### src/rtl/arm_mc_pkg.sv
// Shared types and constants for the multicycle conditional-execution logic.
package arm_mc_pkg;

  // ARM condition field encodings (Instr[31:28]).
  typedef enum logic [3:0] {
    EQ = 4'b0000,
    NE = 4'b0001,
    CS = 4'b0010,
    CC = 4'b0011,
    MI = 4'b0100,
    PL = 4'b0101,
    VS = 4'b0110,
    VC = 4'b0111,
    HI = 4'b1000,
    LS = 4'b1001,
    GE = 4'b1010,
    LT = 4'b1011,
    GT = 4'b1100,
    LE = 4'b1101,
    AL = 4'b1110,
    NV = 4'b1111
  } cond_t;

  // Instruction-phase state of the conditional logic.
  typedef enum logic [1:0] {
    IDLE   = 2'd0,
    DECODE = 2'd1,
    EXEC   = 2'd2
  } clstate_t;

  // Bit positions of the flags inside {N,Z,C,V}.
  localparam int N = 3;
  localparam int Z = 2;
  localparam int C = 1;
  localparam int V = 0;

endpackage

### src/rtl/cond_check.sv
// Combinational ARM condition evaluator: decides whether an instruction
// with condition field Cond executes under the current {N,Z,C,V} flags.
module cond_check
  import arm_mc_pkg::*;
(
  input  logic [3:0] Cond,
  input  logic [3:0] Flags,
  output logic       CondEx
);

  logic neg, zero, carry, ovf, ge;

  assign neg   = Flags[N];
  assign zero  = Flags[Z];
  assign carry = Flags[C];
  assign ovf   = Flags[V];
  assign ge    = (neg == ovf);

  // Condition table lookup; the reserved 1111 code behaves like AL.
  always_comb begin
    CondEx = 1'b1;
    case (cond_t'(Cond))
      EQ:      CondEx = zero;
      NE:      CondEx = ~zero;
      CS:      CondEx = carry;
      CC:      CondEx = ~carry;
      MI:      CondEx = neg;
      PL:      CondEx = ~neg;
      VS:      CondEx = ovf;
      VC:      CondEx = ~ovf;
      HI:      CondEx = carry & ~zero;
      LS:      CondEx = ~carry | zero;
      GE:      CondEx = ge;
      LT:      CondEx = ~ge;
      GT:      CondEx = ~zero & ge;
      LE:      CondEx = zero | ~ge;
      AL:      CondEx = 1'b1;
      default: CondEx = 1'b1;
    endcase
  end

endmodule

### src/rtl/cond_logic_mc.sv
// Multicycle conditional logic: tracks the instruction phase, latches the
// condition result at the end of DECODE, gates the decoder's write requests
// during EXEC, owns the architectural flags and counts decoded/squashed
// instructions.
//
// state  | meaning
// IDLE   | after reset, no instruction in flight; all writes masked
// DECODE | condition evaluated against current flags, writes masked
// EXEC   | writes enabled when the latched condition passed
module cond_logic_mc
  import arm_mc_pkg::*;
(
  input  logic        clk,
  input  logic        reset,
  input  logic [3:0]  Cond,
  input  logic [3:0]  ALUFlags,
  input  logic [1:0]  FlagW,
  input  logic        PCS,
  input  logic        RegW,
  input  logic        MemW,
  input  logic        NextPC,
  output logic        PCWrite,
  output logic        RegWrite,
  output logic        MemWrite,
  output logic [3:0]  Flags,
  output logic        CondExR,
  output logic [15:0] InstrCnt,
  output logic [15:0] SquashCnt
);

  clstate_t state;
  logic     CondEx;
  logic     exec_ok;

  cond_check u_cond_check (
    .Cond   (Cond),
    .Flags  (Flags),
    .CondEx (CondEx)
  );

  // Execution is allowed only in EXEC with a passing latched condition;
  // state resets asynchronously, so reset kills these gates at once.
  assign exec_ok  = (state == EXEC) & CondExR;
  assign PCWrite  = NextPC | (PCS & exec_ok);
  assign RegWrite = RegW & exec_ok;
  assign MemWrite = MemW & exec_ok;

  // Phase FSM plus the condition latch and counters updated on DECODE edges.
  always_ff @(posedge clk or posedge reset) begin
    if (reset) begin
      state     <= IDLE;
      CondExR   <= 1'b0;
      InstrCnt  <= 16'd0;
      SquashCnt <= 16'd0;
    end else begin
      case (state)
        IDLE:    state <= NextPC ? DECODE : IDLE;
        DECODE:  state <= NextPC ? DECODE : EXEC;
        EXEC:    state <= NextPC ? DECODE : EXEC;
        default: state <= IDLE;
      endcase
      if (state == DECODE) begin
        CondExR  <= CondEx;
        InstrCnt <= InstrCnt + 16'd1;
        if (!CondEx) begin
          SquashCnt <= SquashCnt + 16'd1;
        end
      end
    end
  end

  // Flag register: N,Z and C,V halves update independently when enabled.
  always_ff @(posedge clk or posedge reset) begin
    if (reset) begin
      Flags <= 4'b0000;
    end else begin
      if (FlagW[1] && exec_ok) begin
        Flags[N:Z] <= ALUFlags[N:Z];
      end
      if (FlagW[0] && exec_ok) begin
        Flags[C:V] <= ALUFlags[C:V];
      end
    end
  end

endmodule

### config.mk
export PLATFORM = sky130hd
export DESIGN_NAME = cond_logic_mc
export DESIGN_NICKNAME = d
export VERILOG_FILES = /design/src/rtl/arm_mc_pkg.sv /design/src/rtl/cond_check.sv /design/src/rtl/cond_logic_mc.sv
export SDC_FILE = /design/constraint.sdc
export NUM_CORES = 1
export LEC_CHECK = 0
export CORE_ASPECT_RATIO = 1.2
export CORE_MARGIN = 2
export CORE_UTILIZATION = 35
export DETAILED_ROUTE_END_ITERATION = 8
export DONT_BUFFER_PORTS = 1
export GPL_TIMING_DRIVEN = 0
export PLACE_DENSITY_LB_ADDON = 0.2
export RECOVER_POWER = 100
export SLEW_MARGIN = 0
export SYNTH_ARGS = -nofsm -noshare
export SYNTH_HDL_FRONTEND = slang
export SYNTH_SLANG_ARGS = --single-unit
### constraint.sdc
create_clock -name clk -period 2.14 [get_ports clk]
set_input_delay 0.214 -clock clk [delete_from_list [all_inputs] [get_ports clk]]
set_output_delay 0.214 -clock clk [all_outputs]
set_load 0.02 [all_outputs]
==> results.md, run 1 <==
* Initial Util at 36.2%
* Period minus WS final at 2.01 ns
* Synthesized area at a little over 2000 um^2
* GRT Residual Overflow at 0
* Vias in the first global route at 1548
* Peak supply drop at 0.450 mV
* Fmax at 498 MHz
* Worst skew pair latency at 0.29 ns
* Switch share at 39.0%
* Synth-to-layout area growth at 17.2%
* WP data arrival at between 2 and 2.5 ns
* CTS tree: done
* Fin Setup TNS at 0 ns
* Antenna fix cells at 0
* H-tree Lvls at 2
* # setup viols final at 0
* P_leak at 0.990 nW
* Max Root-Sink Buffers at 2
* Ys async rst share at 100%
* Avg WL per Cell at 17.0 um
* Post-Syn Area per Cell at between 10 and 15 um^2
* CP Max Fanout at 5
* Crit Path Class: reg2reg
* Final hold vios at 0
* Clk network pwr share at 25.2%
* Top cells by area, synth: dfrtp_1, xnor2_1, xor2_1
* Clock slew at reported path FFs at 0.08 ns
* Placement Cell Area at 2150 um^2
* Cell count after synthesis at 181
* Max_cap viols at 0
* Fin Hold WS at 0.0758 ns
* Dpl hpwl at 3320 um
* Endpoint type of the worst setup path: register
* Post-synthesis sequential area ratio at 47.6%
* Layout cells sized above 1 at between 10% and 20%
* Predominant post-synthesis flop cell: dfrtp_1
* R2r worst-path depth at 6
* Final slew viol count at 0
* Internal at 1.76 mW
* Unrepaired setup endpoints after global routing: false
* Max_slew headroom at 46.0%
* Sequential share of power at 48.3%
* Most frequent cells in the layout: dfrtp_1, xnor2_1, nand3_1, xor2_1
* Clock Sinks at 39
* Total wire length at between 4000 and 5000 um
* Die height at between 80 and 90 um
* Leading area contributor after synthesis: dfrtp_1
* Part of the cycle the worst path needs at 93.9%
* DR iter-0 viols at between 90 and 100
* Fin nets at 214
* Yosys top cell area share at 47.6%
* Most common cell after layout, fill and taps aside: dfrtp_1
* Antenna viol nets, final at 0
* Initial antenna violation count at 0
* TritonCTS Buffers at 5
* Syn_nets at 203
* Core Area at around 5700 um^2
* R2R Setup Slk at roughly 0.13 ns
* Die area at 6490 um^2
* I/O pins at between 50 and 60
* First-pass GRT wire length at 7390 um
* Final GP Congestion at 0.747
* Root Buffer: clkbuf_8
* Psw at 1.13 mW
* Design area at ~2400 um^2
* Reg2reg end: SquashCnt[1]$_DFFE_PP0P_
* Routed via count at 1438
* Row cnt at 30
* Ys Warns at 0
* Via density at 5.27
* Pwr Density at 1200 nW/um^2
* DR DRC count at 0
* Reg-to-Reg Start: Flags[1]$_DFFE_PP0P_
* Logic pwr share at 26.5%
* Fill count at between 500 and 600
* Worst-margin pin slew at 0.809 ns
* Worst-case clock skew at around 0.011 ns
* Startpoint type of the worst setup path: register
* GRT Util Overall at 14.8%
* Number of port buffers at 0
* Critical Path Start: Flags[1]$_DFFE_PP0P_
* Worst setup path end: SquashCnt[1]$_DFFE_PP0P_
* Die width at around 74 um
* Hold WC Path Type: in2reg
* Post-synth EDFFs at 0
* Netlist cell types at 41
* Flops & latches, synth at 39
* Largest net degree at the start of global routing at 40
* Pre-Repair DR Iteration Count at 4
* Req. time, crit path at 2.32 ns
* Status: finished clean
critical path: stages (launching register included):
cell and delay, ns:
dfrtp_1 0.51, mux2i_1 0.20, a32o_1 0.33, nor4_4 0.29, buf_4 0.20, nand2_4 0.07
mux2_4 0.31
cell usage after synthesis (2+ instances only):
cell and instances:
and4_1 5, and2_1 3, nand3_1 16, mux2i_1 3, dfrtp_1 39, nor4_1 8, and3_1 8, nor3b_1 3
nand3b_1 2, o41ai_1 2, ha_1 6, nand2_1 8, xnor2_1 21, mux2_2 5, xor2_1 10, inv_1 7
nand4_1 6, or4_1 2, nor2_1 5
cell families after synthesis:
kind of cell | Yosys count | synth area share [%]
adder cells (fa/ha/maj) | 6 | 3.66
AO/OA/AOI/OAI | 10 | 4.76
AND/OR/NAND/NOR | 73 | 22.1
multiplexers | 9 | 4.94
flip-flops | 39 | 47.6
buffers and inverters | 12 | 2.87
XOR/XNOR | 32 | 14.0
metal layers:
metal	vias up	routed length [um]	track usage (%)
li1	673	-	-
met3	4	311	5.29
met5	-	0	0
met2	39	2430	26.1
met1	722	1860	16.7
met4	0	32	4.30
how the worst min path moves through the flow:
stage	slack (ns)	end	cells after the start	start
floorplan	0.28	state[1]$_DFF_PP0_	1	NextPC
global placement	0.28	state[1]$_DFF_PP0_	1	NextPC
detailed placement	0.29	state[1]$_DFF_PP0_	1	NextPC
CTS	0.06	Flags[0]$_DFFE_PP0P_	1	ALUFlags[0]
global route	0.06	state[0]$_DFF_PP0_	1	NextPC
finish	0.08	Flags[0]$_DFFE_PP0P_	1	ALUFlags[0]
state kept, by name (all words and copies together), names as in the netlist:
name       count
CondExR        1
Flags          4
InstrCnt      16
SquashCnt     16
state          2
stage by stage:
stage	total power [mW]	std cells	setup WS [ns]	utilization, %
after detailed placement	2.08	261	-0.105	37.9
after global placement	2.02	261	-0.0884	37.9
final	2.89	273	0.131	42.4
after global routing	3.09	273	0.0180	42.4
after CTS	2.87	272	0.0135	41.3
after floorplan	1.88	181	0.172	-
what timing repair did:
item                       CTS  global route
buffers inserted             2             1
pin swaps                    2             2
hold endpoints to repair    11             0
setup endpoints to repair   15            13
cloned                       0             0
hold buffers                 2             0
gates resized for setup      3            13
power by group through the flow:
stage | Sequential (mW) | Clock, mW | Combinational, mW
after floorplan | 1.32 | 0 | 0.559
after global placement | 1.39 | 0 | 0.634
after detailed placement | 1.40 | 0 | 0.678
after CTS | 1.39 | 0.751 | 0.734
after global routing | 1.45 | 0.789 | 0.858
final | 1.40 | 0.728 | 0.765
area by class of cell:
type / instances / area, um^2 / share of cell area (%)
buffer: 4 / 28.8 / 1.20
inverter: 7 / 26.3 / 1.09
multi-input combinational: 130 / 1100 / 45.6
clock buffer: 6 / 72.6 / 3.02
timing repair buffer: 5 / 38.8 / 1.62
tap: 80 / 100 / 4.17
clock inverter: 2 / 60.1 / 2.50
sequential: 39 / 978 / 40.8
(Power assumes the default switching activity.)
==> run 2: changes to the inputs <==
--- a/config.mk
+++ b/config.mk
@@ -5,6 +5,7 @@
 export SDC_FILE = /design/constraint.sdc
 export NUM_CORES = 1
 export LEC_CHECK = 0
+export ABC_AREA = 1
 export CORE_ASPECT_RATIO = 1.2
 export CORE_MARGIN = 2
 export CORE_UTILIZATION = 35
==> results.md, run 2 <==
* Root Buffer: clkbuf_8
* Die area at 7410 um^2 (+14%)
* Count leader, synth: nand2_1
* H-tree Lvls at 2 (unchanged)
* Max_slew headroom at -1.79% (-48 points)
* Clock Sinks at 39 (unchanged)
* Number of port buffers at 0 (unchanged)
* Yosys top cell area share at 41.4% (-6.2 points)
* Core Area at 6490 um^2 (+14%)
* Post-Place Cells at 395 (+51%)
* Cell count after synthesis at 310 (+71%)
* Mux share of post-synthesis cell area at 0.478% (-4.5 points)
* DR iter-0 viols at 103 (+13%)
* Logic pwr share at 28.5% (+2.0 points)
* Pre-CTS setup slack at 0.281 ns (+0.386 ns)
* Fin nets at 340 (+59%)
* Total wire length at 5290 um (+14%)
* Period minus WS final at 1.87 ns (-0.137 ns)
* Failing checks: max-capacitance violations, max-slew violations
* Switch share at 42.8% (+3.8 points)
* Worst-margin pin slew at 1.53 ns (+0.716 ns)
* TritonCTS Buffers at 5 (unchanged)
* Syn_nets at 332 (+64%)
* Worst-case clock skew at 0.00375 ns (-0.00706 ns)
* Post-Syn Area per Cell at 7.60 um^2 (-33%)
* Status: complete, but fails checks
* R2r worst-path depth at 8 (+2)
* # setup viols final at 0 (unchanged)
* GRT Util Overall at 15.8% (+1.0 points)
* CTS tree: done
* Post-synth EDFFs at 0 (unchanged)
* Antenna fix cells at 0 (unchanged)
* Adder-Cell Fraction of Synth Area at 3.18% (-0.48 points)
* Netlist cell types at 24 (-41%)
* Synthesized area at 2360 um^2 (+15%)
* Max Root-Sink Buffers at 2 (unchanged)
* Largest net degree at the start of global routing at 40 (unchanged)
* P_leak at 1.31 nW (+32%)
* Clock slew at reported path FFs at 0.08 ns (about the same)
* Placement Cell Area at 2460 um^2 (+15%)
* Final slew viol count at 40 (+40)
* Complex-gate fraction of the synthesized area at 1.96% (-2.8 points)
* Synth-to-layout area growth at 8.76%
* Initial antenna violation count at 0 (unchanged)
* Total Power at 2.63 mW (-9.1%)
* Die width at 78.9 um (+6.9%)
* Fin Hold WS at 0.0652 ns (-0.0106 ns)
* Routed via count at 1948 (+35%)
* Psw at 1.12 mW (-0.32%)
* Clk network pwr share at 23.5% (-1.7 points)
* Number of cells on the worst hold path at 2 (+1)
* Dpl hpwl at 3910 um (+18%)
* Post-synthesis sequential area ratio at 41.4% (-6.2 points)
* CP Max Fanout at 7 (+2)
* Via density at 4.82 (-8.5%)
* Part of the cycle the worst path needs at 87.5% (-6.4 points)
* WP data arrival at 2.05 ns (-0.14 ns)
* Avg WL per Cell at 13.1 um (-23%)
* Layout cells sized above 1 at 8.78% (-10 points)
* Hold WC Path Type: in2reg
* Design area at 2560 um^2 (+6.8%)
* First-pass GRT wire length at 9200 um (+25%)
* Internal at 1.50 mW (-15%)
* Req. time, crit path at 2.32 ns (about the same)
* Final hold vios at 0 (unchanged)
* Simple-Gate Fraction of Synth Area at 36.5% (+14 points)
* Top cells by area, synth: dfrtp_1, nand2_1, nand3_1
* Vias in the first global route at 1992 (+29%)
* Post-synth top cells: nand2_1, dfrtp_1, nand3_1, nor2_1, inv_1
* Fin Setup TNS at 0 ns (unchanged)
* Pwr Density at 1020 nW/um^2 (-15%)
* Unrepaired setup endpoints after global routing: false
* Leading area contributor after synthesis: dfrtp_1
* GRT Residual Overflow at 0 (unchanged)
* Ys Warns at 0 (unchanged)
* Endpoint type of the worst setup path: register
* DR DRC count at 0 (unchanged)
* Core Util, Final at 39.5% (-2.8 points)
* Most common cell after layout, fill and taps aside: nand2_1
* Predominant post-synthesis flop cell: dfrtp_1
* Peak supply drop at 0.528 mV (+17%)
* Post-CTS setup buffer count at 0 (-2)
* Flops & latches, synth at 39 (unchanged)
* Hold buffers post-CTS at 1 (-1)
* I/O pins at 56 (unchanged)
* Pre-Repair DR Iteration Count at 4 (unchanged)
* Initial Util at 36.3% (+0.18 points)
* Post-route setup slack at 0.268 ns (+0.137 ns)
* Row cnt at 32 (+6.7%)
* Fmax at 534 MHz (+7.3%)
* Crit Path Class: reg2reg
* Final GP Congestion at 0.834 (+12%)
* Worst skew pair latency at 0.29 ns (about the same)
* Die height at 93.9 um (+6.9%)
* Resized Gates After CTS at 0 (-3)
* Antenna viol nets, final at 0 (unchanged)
* Final instance count without filler cells at 404 (+48%)
* Most frequent cells in the layout: nand2_1, dfrtp_1, nand3_1, nor2_1, inv_1
* Sequential share of power at 48.0% (-0.3 points)
* Post-synthesis xor/xnor area fraction at 8.55% (-5.5 points)
* Ys async rst share at 100% (unchanged)
* Max_cap viols at 1 (+1)
* Largest family of logic cells by synthesized area: simple AND/OR/NAND/NOR gates
* Startpoint type of the worst setup path: register
* Largest regs: InstrCnt x16, SquashCnt x16, Flags x4
run 2: cell count changes in the layout (fill, tap and decap cells not counted), moves of 5 or more:
cell	delta
a21oi_1	+8
and3_1	-8
and4_1	-5
inv_1	+26
nand2_1	+84
nand3_1	+22
nor2_1	+31
nor3_1	+6
xnor2_1	-14
xor2_1	+6
run 2: cells by family after synthesis:
group,Yosys count
AND/OR/NAND/NOR,189
buffers and inverters,43
flip-flops,39
XOR/XNOR,23
AO/OA/AOI/OAI,9
adder cells (fa/ha/maj),6
multiplexers,1
run 2: layout make-up:
type                    instances  area (um^2)
plain buffers                   7         52.6
clock buffers                   5         68.8
clock inverters                 3         43.8
fillers                       717         3920
inverters                      36          135
multi-input cells             228         1170
flip-flops and latches         39          976
well taps                      85          106
repair buffers                  1         10.0
run 2: final timing paths:
kind | startpoint | end | slack (ns)
setup reg to reg | SquashCnt[0]$_DFFE_PP0P_ | SquashCnt[14]$_DFFE_PP0P_ | 0.27
max in group asynchronous | reset | SquashCnt[5]$_DFFE_PP0P_ | 0.97
min in group asynchronous | reset | state[1]$_DFF_PP0_ | 0.27
setup / recovery | SquashCnt[0]$_DFFE_PP0P_ | SquashCnt[14]$_DFFE_PP0P_ | 0.27
hold / removal | NextPC | state[0]$_DFF_PP0_ | 0.07
hold reg to reg | InstrCnt[15]$_DFFE_PP0N_ | InstrCnt[15]$_DFFE_PP0N_ | 0.61
run 2: power groups by stage:
stage / logic (mW) / registers, mW / clock network [mW]
floorplan: 0.631 / 1.22 / 0
global placement: 0.768 / 1.28 / 0
detailed placement: 0.788 / 1.28 / 0
CTS: 0.792 / 1.27 / 0.648
global route: 0.881 / 1.30 / 0.681
finish: 0.749 / 1.26 / 0.618
run 2: routing by layer:
layer	global-route usage, %	part of all wire [%]	up-vias	wire, um
met4	5.75	1.2	0	65
met3	4.90	6.1	5	322
met5	0	0	-	0
met1	17.6	42	910	2220
li1	-	-	992	-
met2	28.3	51	41	2670
run 2: critical path, stage by stage (launching register included):
cell     delay [ns]
dfrtp_1        0.59
ha_1           0.33
nand2_1        0.08
nor2_1         0.20
nand3_1        0.12
nor3_1         0.23
nand3_1        0.11
nand2_1        0.06
nand2_1        0.05
